File: config.mk
export PLATFORM = sky130hd
export DESIGN_NAME = alu_issue
export DESIGN_NICKNAME = d
export VERILOG_FILES = /design/src/rtl/alu_issue.sv
export SDC_FILE = /design/constraint.sdc
export NUM_CORES = 1
export LEC_CHECK = 0
export ABC_AREA = 0
export CORE_ASPECT_RATIO = 1.75
export CORE_UTILIZATION = 35
export CTS_CLUSTER_SIZE = 30
export DETAILED_ROUTE_END_ITERATION = 12
export GPL_TIMING_DRIVEN = 0
export RECOVER_POWER = 25
export SETUP_SLACK_MARGIN = 0.02
export SYNTH_ARGS = -nofsm -noshare
export SYNTH_HDL_FRONTEND = slang
export SYNTH_SLANG_ARGS = --single-unit
File: constraint.sdc
create_clock -name clk -period 2.45 [get_ports clk]
set_input_delay 0.3675 -clock clk [delete_from_list [all_inputs] [get_ports clk]]
set_output_delay 0.3675 -clock clk [all_outputs]
set_load 0.05 [all_outputs]
File: src/rtl/alu_issue.sv
// alu_issue: two-stage issue/writeback wrapper around an external combinational ALU, with an 8 x W register file and a carry flag.
// Latency: 2 cycles from accept to commit. E and W forwarding sustains 1 instruction/cycle with no dependency stalls.
// Backpressure: hold freezes E and W, suppresses commit and err, and drops in_ready.
`ifndef WIDTH_WORD
`define WIDTH_WORD 16
`endif

module alu_issue #(
  parameter int W = `WIDTH_WORD
) (
  input  logic         clk,
  input  logic         rst_n,
  input  logic         in_valid,
  output logic         in_ready,
  input  logic [2:0]   in_op,
  input  logic [2:0]   in_rd,
  input  logic [2:0]   in_rs,
  input  logic [2:0]   in_rt,
  input  logic         in_imm_sel,
  input  logic [W-1:0] in_imm,
  input  logic         hold,
  output logic [2:0]   alu_op,
  output logic [W-1:0] alu_a,
  output logic [W-1:0] alu_b,
  input  logic [W-1:0] alu_y,
  input  logic         alu_carry,
  output logic         wb_valid,
  output logic [2:0]   wb_rd,
  output logic [W-1:0] wb_data,
  output logic         err,
  output logic         flag_c,
  input  logic [2:0]   dbg_addr,
  output logic [W-1:0] dbg_data
);

  localparam logic [2:0] OP_ADD = 3'd0;
  localparam logic [2:0] OP_SUB = 3'd1;
  localparam logic [2:0] OP_MVC = 3'd5;

  // Entry 0 is never written, so it stays at its reset value of zero.
  logic [W-1:0] rf [8];

  logic         e_valid;
  logic [2:0]   e_op;
  logic [2:0]   e_rd;
  logic [W-1:0] e_a;
  logic [W-1:0] e_b;

  logic         w_valid;
  logic [2:0]   w_op;
  logic [2:0]   w_rd;
  logic [W-1:0] w_data;
  logic         w_c;

  logic         accept;
  logic         commit;
  logic         e_legal;
  logic         w_legal;
  logic [W-1:0] src_a;
  logic [W-1:0] src_b;

  assign accept   = in_valid & ~hold;
  assign commit   = w_valid & ~hold;
  assign e_legal  = (e_op <= OP_MVC);
  assign w_legal  = (w_op <= OP_MVC);

  assign in_ready = ~hold;
  assign alu_op   = e_op;
  assign alu_a    = e_a;
  assign alu_b    = e_b;
  assign wb_valid = commit;
  assign wb_rd    = w_rd;
  assign wb_data  = w_data;
  assign err      = commit & ~w_legal;
  assign dbg_data = (dbg_addr == 3'd0) ? '0 : rf[dbg_addr];

  // Operand a: the youngest legal in-flight producer wins, and r0 is always zero.
  always_comb begin
    src_a = rf[in_rs];
    if (in_rs == 3'd0)
      src_a = '0;
    else if (e_valid && e_legal && (e_rd == in_rs))
      src_a = alu_y;
    else if (w_valid && w_legal && (w_rd == in_rs))
      src_a = w_data;
  end

  // Operand b from rt, using the same priority. The immediate mux is applied at load.
  always_comb begin
    src_b = rf[in_rt];
    if (in_rt == 3'd0)
      src_b = '0;
    else if (e_valid && e_legal && (e_rd == in_rt))
      src_b = alu_y;
    else if (w_valid && w_legal && (w_rd == in_rt))
      src_b = w_data;
  end

  // E stage: load on accept. A bubble clears only the valid bit, so the ALU inputs keep their last values.
  always_ff @(posedge clk or negedge rst_n) begin
    if (!rst_n) begin
      e_valid <= 1'b0;
      e_op    <= '0;
      e_rd    <= '0;
      e_a     <= '0;
      e_b     <= '0;
    end else if (!hold) begin
      e_valid <= in_valid;
      if (accept) begin
        e_op <= in_op;
        e_rd <= in_rd;
        e_a  <= src_a;
        e_b  <= in_imm_sel ? in_imm : src_b;
      end
    end
  end

  // W stage: capture the ALU result for the instruction in E on every non-held cycle.
  always_ff @(posedge clk or negedge rst_n) begin
    if (!rst_n) begin
      w_valid <= 1'b0;
      w_op    <= '0;
      w_rd    <= '0;
      w_data  <= '0;
      w_c     <= 1'b0;
    end else if (!hold) begin
      w_valid <= e_valid;
      w_op    <= e_op;
      w_rd    <= e_rd;
      w_data  <= alu_y;
      w_c     <= alu_carry;
    end
  end

  // Commit: legal ops write rd (r0 discarded); only ADD/SUB update the carry flag.
  always_ff @(posedge clk or negedge rst_n) begin
    if (!rst_n) begin
      for (int i = 0; i < 8; i++) rf[i] <= '0;
      flag_c <= 1'b0;
    end else if (commit && w_legal) begin
      if (w_rd != 3'd0) rf[w_rd] <= w_data;
      if ((w_op == OP_ADD) || (w_op == OP_SUB)) flag_c <= w_c;
    end
  end

endmodule

# Yosys cells after proc, flatten, opt, wreduce, memory -nomap -nowiden
# Index checks and enable logic that the tools add are counted.
# word_totals
register_bits	192
input_bits	53
output_inout_bits	74
elab_cells	77
# op_classes
order_cmp	7
eq_ne	5
n_mux	20
bitwise_logic	9
reduce_logical	17
# op_table
op	n
$mux 16	15
$bmux 16 s3	3
$bwmux 128	1
$demux 16 s3	1
$ge 4x4->1 const B	4
$not 3->4	4
$eq 3x3->1	4
$logic_not 3->1	4
$logic_and 1x1->1	8
$le 3x3->1 const B	2
$reduce_and 2->1	3
$lt 4x1->1 const B	1
$and 1x1->1	3
$eq 3x1->1 const B	1
$reduce_bool 3->1	1
$not 1->1	2
$logic_or 1x1->1	1

# Longest topological paths before layout
# depth
depth_word	8
mapped_depth	7
depth_no_buf	4

# Least setup slack after synthesis
# No wires, ideal clock.
# synth_path
path_kind	input to output
startpoint	input port dbg_addr[1]
endpoint	output port dbg_data[15]
arrival_ns	2.401
required_ns	2.082
slack_ns	-0.319
stages	6
path_buffers	3
path_cell_list	clkbuf_1 > nor2b_1 > clkbuf_1 > clkbuf_1 > a22oi_1 > o21ai_0
# synth_via
elab_chain_len	5
word_cells_on_any_way	6
classes_between	4 x mux; 1 x bitwise; 1 x reduce/logical
# synth_rtl
item	line_no	rtl
start, declared	32	input logic [2:0] dbg_addr,
$not 3->4 (not written as such)	75	assign dbg_data = (dbg_addr == 3'd0) ? '0 : rf[dbg_addr];
$bmux 16 s3	75	
$mux 16 (not written as such) (2 in a row)	75	
$mux 16 *	75	
end, declared	33	output logic [W-1:0] dbg_data
# Mark *: on every way between the ends. The rest lies on a longest branch, timed or not. The select of a mux whose other input is x is not followed.

# Final worst setup path
# layout_path
startpoint	input port dbg_addr[1]
endpoint	output port dbg_data[14]
# Same word-level chain as after synthesis.

==> reports/results.tsv <==
stage	metric	value	unit
worst_setup_path	CP required	2.08	ns
pwr	static leakage	0.005637	uW
synthesis	Mapped Cells	816	
cts	clock-pin slew of the registers on the worst-case setup and hold paths	0.07	ns
cts	Num CTS Buffers	17	
timing	final hold violations	0	
synthesis	Mapped Area	10830	um2
cts	Clk Latency, worst-skew pair	0.46	ns
timing	worst-margin pin slew	1.456	ns
finish	fin area	13190	um2
worst_setup_path	slowest cell delay on critical path	0.40	ns
worst_setup_path	Setup Crit Path Kind	input pin to output pin	
placed_design	pre-CTS WS	-1.102	ns
worst_setup_path	Slowest-stage cell, CP	a221oi_1	
floorplanning	die width	135.0	um
cts	# clock sinks	191	
synthesis	Primary FF master, synth	dfrtp_1	
cts	CTS Buffer Depth	2	
timing	Final WS setup	0.06536	ns
global_route	vias in the first global route	8324	
worst_setup_path	R2R depth	6	
pwr	VDD IR-drop max	0.6266	mV
worst_setup_path	FF-to-FF Start	alu_op[2]	
floorplanning	die height	234.7	um
cts	htree depth	4	
flow_run	Max-Cap Viols	0	
global_route	largest net degree at the start of global routing	101	
worst_setup_path	CP Launch Type	input pin	
detailed_routing	WL met3	2191	um
synthesis	post-synth top area share	44.13	%
detailed_routing	total number of vias	8177	
worst_setup_path	Worst EP arrival	2.02	ns
cts	clock root cell	clkbuf_16	
synthesis	Post-Syn Nets	869	
worst_setup_path	crit path max fanout	10	
hold_path	hold path cells	3	
worst_setup_path	Worst R2R End	alu_b[8]	
timing	Rel. slew slack	2.916	%
detailed_routing	wire per inst	27.12	um
cts	CTS tree	done	
detailed_routing	First DRT Iteration DRCs	881	
worst_setup_path	Critical Path Source	dbg_addr[1]	
pwr	Power Density	996.8	nW/um2
global_route	antenna violations before repair	0	
timing	skew final	0.009609	ns
finish	Syn-to-layout area delta	21.76	%
detailed_routing	Pre-antenna DRT Iters	7	
outcome	run status	complete, no violations	
finish	fraction of final layout cells sized beyond drive strength 1	35.74	%
placed_design	Cell Area, Placed	12550	um2
detailed_routing	met2 wire len	19290	um
timing	Setup-failing EPs final	0	
synthesis	Syn Area/Cell	13.27	um2
placed_design	GP Congestion	0.8617	
timing	Max Slew Vio Count	0	
worst_setup_path	Reg2Reg Setup Slack	0.13	ns
floorplanning	initial core utilization	35.78	%
timing	f_max	419.4	MHz
synthesis	post-synth top area cell	dfrtp_1	
timing	min cycle time layout	2.385	ns
detailed_routing	Met1 Wirelength	13750	um
global_route	first-pass GRT wire length	54610	um
worst_setup_path	Crit. End Element	output pin	
detailed_routing	DRC violations left	0	
hold_path	class of the worst hold path	input pin to register	
floorplanning	placement row count	84	
timing	crit share post-route	97.33	%
finish	Net count, final	1008	
synthesis	Cell variety after synth	37	
finish	Filler Cell Count	2866	
synthesis	top post-synthesis cells by area	dfrtp_1 (44%), mux2_2 (19%), mux4_2 (10%)	
floorplanning	die area	31680	um2
detailed_routing	number of vias per cell	6.035	
synthesis	fraction of the yosys area taken by sequential cells	44.13	%
finish	most frequent cells in the layout	dfrtp_1 (191), mux2_2 (183), clkdlybuf4s50_1 (97), nand2_1 (54), mux4_2 (49)	
floorplanning	Core ar.	30270	um2
synthesis	EDFF count, synth	0	
placed_design	input/output buffers	117	
synthesis	Synth warnings	0	
synthesis	Seq cells post-synth	191	
global_route	total track usage	24.00	%
placed_design	dpl hpwl	25490	um
hold_path	Worst Hold Launch	in_rs[0]	
detailed_routing	WL final	36750	um
timing	RSZ-0062 raised after global routing	true	
finish	diodes inserted	0	
detailed_routing	Highest Signal Layer	met4	
synthesis	share of flip-flops with an asynchronous set or reset	100.0	%
finish	most common cell after layout, fill and taps aside	dfrtp_1	
floorplanning	IO Pins	127	
global_route	grt ovf	0	
hold_path	Min-Delay Endpoint	alu_a[2]	
detailed_routing	post-route ant nets	0	
worst_setup_path	crit-path cells	clkbuf_2, nor2b_1, clkbuf_2, clkbuf_4, a221oi_1, a21oi_2, clkdlybuf4s15_2	
timing	WHS	0.4016	ns
worst_setup_path	crit-path most repeated cell	clkbuf_2	
kinds of logic (layout without fill, tap and decap cells):
logic type / count (synthesis) / in the layout / synth area share (%)
mux: 264 / 264 / 36.83
flops: 191 / 191 / 44.13
buf+inv: 118 / 270 / 4.979
simple gates: 117 / 117 / 5.360
compound gates: 114 / 114 / 7.729
xor+xnor: 12 / 12 / 0.9704
cell usage after synthesis (2+ instances only):
cell / count
nor3_2: 2
buf_4: 4
mux2_2: 183
nor2_1: 4
nand2b_1: 3
o21ai_0: 33
mux4_2: 49
clkbuf_1: 50
a32o_1: 16
xnor2_1: 12
nand4_1: 5
nand2_1: 54
and4_1: 4
buf_1: 18
a21oi_1: 15
nor3_1: 34
buf_6: 7
inv_1: 16
dfrtp_1: 191
a221o_1: 15
a221oi_1: 15
nor2b_1: 4
buf_2: 23
o31ai_1: 16
mux4_1: 31
sequential cells by signal, summed over array words and instances, names as in the netlist:
name and cells:
rf 128, alu_a 16, alu_b 16, wb_data 16, alu_op 3, e_rd 3, wb_rd 3, w_op 2
e_valid 1, flag_c 1, w_c 1, w_valid 1
worst max path at each step:
stage	to	slack [ns]	cells past startpoint
after global routing	dbg_data[14]	-0.01	7
after global placement	e_rd[1]	-7.29	1
after detailed placement	dbg_data[13]	-1.10	7
after CTS	wb_valid	0.02	4
after floorplan	dbg_data[3]	0.05	5
final	dbg_data[14]	0.07	7
layout make-up:
| type | count | area [um2] | area share [%] |
|---|---|---|---|
| Clock inverter | 12 | 131.4 | 0.9962 |
| Sequential cell | 191 | 4780 | 36.24 |
| Inverter | 16 | 60.06 | 0.4554 |
| Timing Repair Buffer | 120 | 1190 | 9.023 |
| Multi-Input combinational cell | 507 | 5552 | 42.10 |
| Tap cell | 387 | 484.2 | 3.672 |
| Clock buffer | 20 | 466.7 | 3.539 |
| Buffer | 102 | 524.3 | 3.975 |
where the power goes:
part	leakage, uW	switching (uW)	internal [uW]
clock network	0.000297	1310	1590
logic	0.00292	2460	2580
registers	0.00242	1010	4190
total	0.00564	4780	8370
metal layers:
layer	GRT usage [%]	vias up
li1	-	3405
met1	28.72	4247
met2	41.35	436
met3	4.142	89
met4	11.27	0
met5	0	-
worst max-delay path: cells and delay by family:
| family | cells | cell delay (ns) |
|---|---|---|
| buffers and inverters | 4 | 0.99 |
| AND/OR/NAND/NOR | 1 | 0.17 |
| AO/OA/AOI/OAI | 2 | 0.48 |
repair_timing:
action,CTS,global route
hold buffers,1,0
gates resized for setup,77,16
setup buffers,0,1
gates cloned,0,0
pin swaps,0,0
setup endpoints to repair,32,22
hold endpoints to repair,89,0
through the flow:
stage,total power [uW],utilization [%],TNS [ns],std cells
finish,13150,43.57,0,1355
global route,13700,43.57,-0.01001,1355
CTS,13180,43.63,0,1354
detailed placement,10290,41.47,-32.36,1321
global placement,10170,41.36,-1419.29,1320
floorplan,8584,-,0,816
Power figures use the tool's default switching activity.
==> variant, RTL diff (same settings) <==
Reset style: synchronous (`rst_n`), changed in 3 clocked blocks.
--- a/src/rtl/alu_issue.sv
+++ b/src/rtl/alu_issue.sv
@@ -98,5 +98,5 @@
 
   // E stage: load on accept. A bubble clears only the valid bit, so the ALU inputs keep their last values.
-  always_ff @(posedge clk or negedge rst_n) begin
+  always_ff @(posedge clk) begin
     if (!rst_n) begin
       e_valid <= 1'b0;
@@ -117,5 +117,5 @@
 
   // W stage: capture the ALU result for the instruction in E on every non-held cycle.
-  always_ff @(posedge clk or negedge rst_n) begin
+  always_ff @(posedge clk) begin
     if (!rst_n) begin
       w_valid <= 1'b0;
@@ -134,5 +134,5 @@
 
   // Commit: legal ops write rd (r0 discarded); only ADD/SUB update the carry flag.
-  always_ff @(posedge clk or negedge rst_n) begin
+  always_ff @(posedge clk) begin
     if (!rst_n) begin
       for (int i = 0; i < 8; i++) rf[i] <= '0;
Formal check against the unedited RTL: differs if rst_n is asserted again (counterexample within 4 cycles, from zero or initial values and one cycle with rst_n low); with rst_n held inactive, the same outputs for 4 cycles.
==> variant against the unedited design <==
Sequential share of layout area up 0.99 points. Final area up 4.0%. Area after synthesis up 2.0%. Via count up 4.0%. Register-to-register slack worse by 70 ps. Critical path type unchanged. Sequential cell count unchanged. Count of clock-buffer cells in the layout up 1. Die area up 2.0%. Worst setup slack worse by 15 ps. Utilization up 0.74 points. Routed wire length up 5.0%.
Power is not compared: it rests on default switching activity, and its combinational part moved more than twofold at a synthesized area within 25%.
==> variant: results (changes against the unedited design) <==
Synthesis
  • Synth async-reset ratio: 0% (-100 points)
  • Commonest cells in the netlist: edfxtp_1 (128), and2_1 (113), mux4_2 (80)
  • Post-synth cell types: 38 (+2.7%)
  • Top FF cell, synth: edfxtp_1
  • Post-synth EDFFs: 128 (+128)
  • Register area share after synthesis: 46.2% (+2.1 points)

Route
  • DR vias/cell: 5.81 (-3.7%)
  • Routed wire per std cell: 26.4 um (-2.8%)
  • DR iter-0 viols: 592 (-33%)

Finish
  • Layout cells sized above 1: 26.3% (-9.5 points)
  • Fin nets: 1113 (+10%)

Global routing
  • Vias in the first global route: 8658 (+4.0%)
  • First-pass GRT wire length: 56700 um (+3.8%)
  • GR Util All Layers: 24.9% (+0.88 points)
  • Largest net degree at the start of global routing: 26 (-74%)

Outcome
  • Run status: finished, final reports clean

Timing
  • Worst-margin pin slew: 988 ps (-469 ps)
  • Post-Route Skew: 12.0 ps (+2.42 ps)

Clocking
  • Post-CTS Resized: 74 (-3.9%)
  • Setup Buffers After CTS: 3 (+3)
  • Worst skew pair latency: ~450 ps

Place
  • RePlAce Congestion: 0.926 (+7.5%)
  • Dpl hpwl: 28600 um (+12%)
  • Placement Cell Area: 12900 um2 (+2.7%)
  • PortBufs: 116 (-0.85%)

Setup path
  • Critical path's slowest cell: clkdlybuf4s50_1
  • CP max stage delay: 640 ps (+240 ps)

Power and ir drop
  • Sequential power share: between 40% and 50%
## variant: stage by stage
stage | setup slack [ps] | hold slack (ps) | cells | setup TNS, ps
finish | 50.0 | 363 | 1464 | 0
global route | -47.9 | 378 | 1464 | -997
CTS | -73.6 | 355 | 1463 | -3270
global placement | -1220 | 449 | 1423 | -144940
floorplan | -150 | 452 | 916 | -11720
detailed placement | -1250 | 459 | 1428 | -67510
## variant: logic make-up after synthesis
kind of cell	after synthesis	share of synthesized area [%]
buffers and inverters	111	4.22
other	1	0.0339
and+or+nand+nor	258	12.4
muxes	167	24.7
DFF	191	46.2
AOI/OAI and AO/OA	161	11.5
xor gates and xnor gates	12	0.951
## variant: layout make-up
| cell class | count | area (um2) |
|---|---|---|
| Multi-Input combinational cell | 614 | 5710 |
| Tap cell | 391 | 489 |
| Sequential cell | 191 | 5100 |
| Fill cell | 2842 | 17200 |
| Clock buffer | 21 | 503 |
| Timing Repair Buffer | 125 | 1260 |
| Inverter | 33 | 124 |
| Buffer | 78 | 404 |
| Clock inverter | 11 | 113 |
## variant: layer usage
metal	wire [um]	up-vias	global-route usage [%]
met5	0	-	0
met4	1900	0	12.6
met1	13600	4262	27.5
li1	-	3733	-
met3	2280	106	3.92
met2	20900	405	45.0
## variant: worst register-to-register path, delay by kind of cell, from the launching register on
family,cells,cell delay (ps)
AND/OR/NAND/NOR,2,570
flip-flops,1,350
buffers and inverters,2,370
AO/OA/AOI/OAI,1,800
## variant: worst paths after layout
kind / from / to / slack [ps] / depth (start not counted)
worst max-delay path: dbg_addr[2] / dbg_data[14] / 50 / 5
worst min-delay path: hold / w_c / 360 / 3
worst max register to register: w_valid / rf[3][9] / 60 / 5
worst min register to register: alu_op[0] / alu_op[0] / 470 / 2
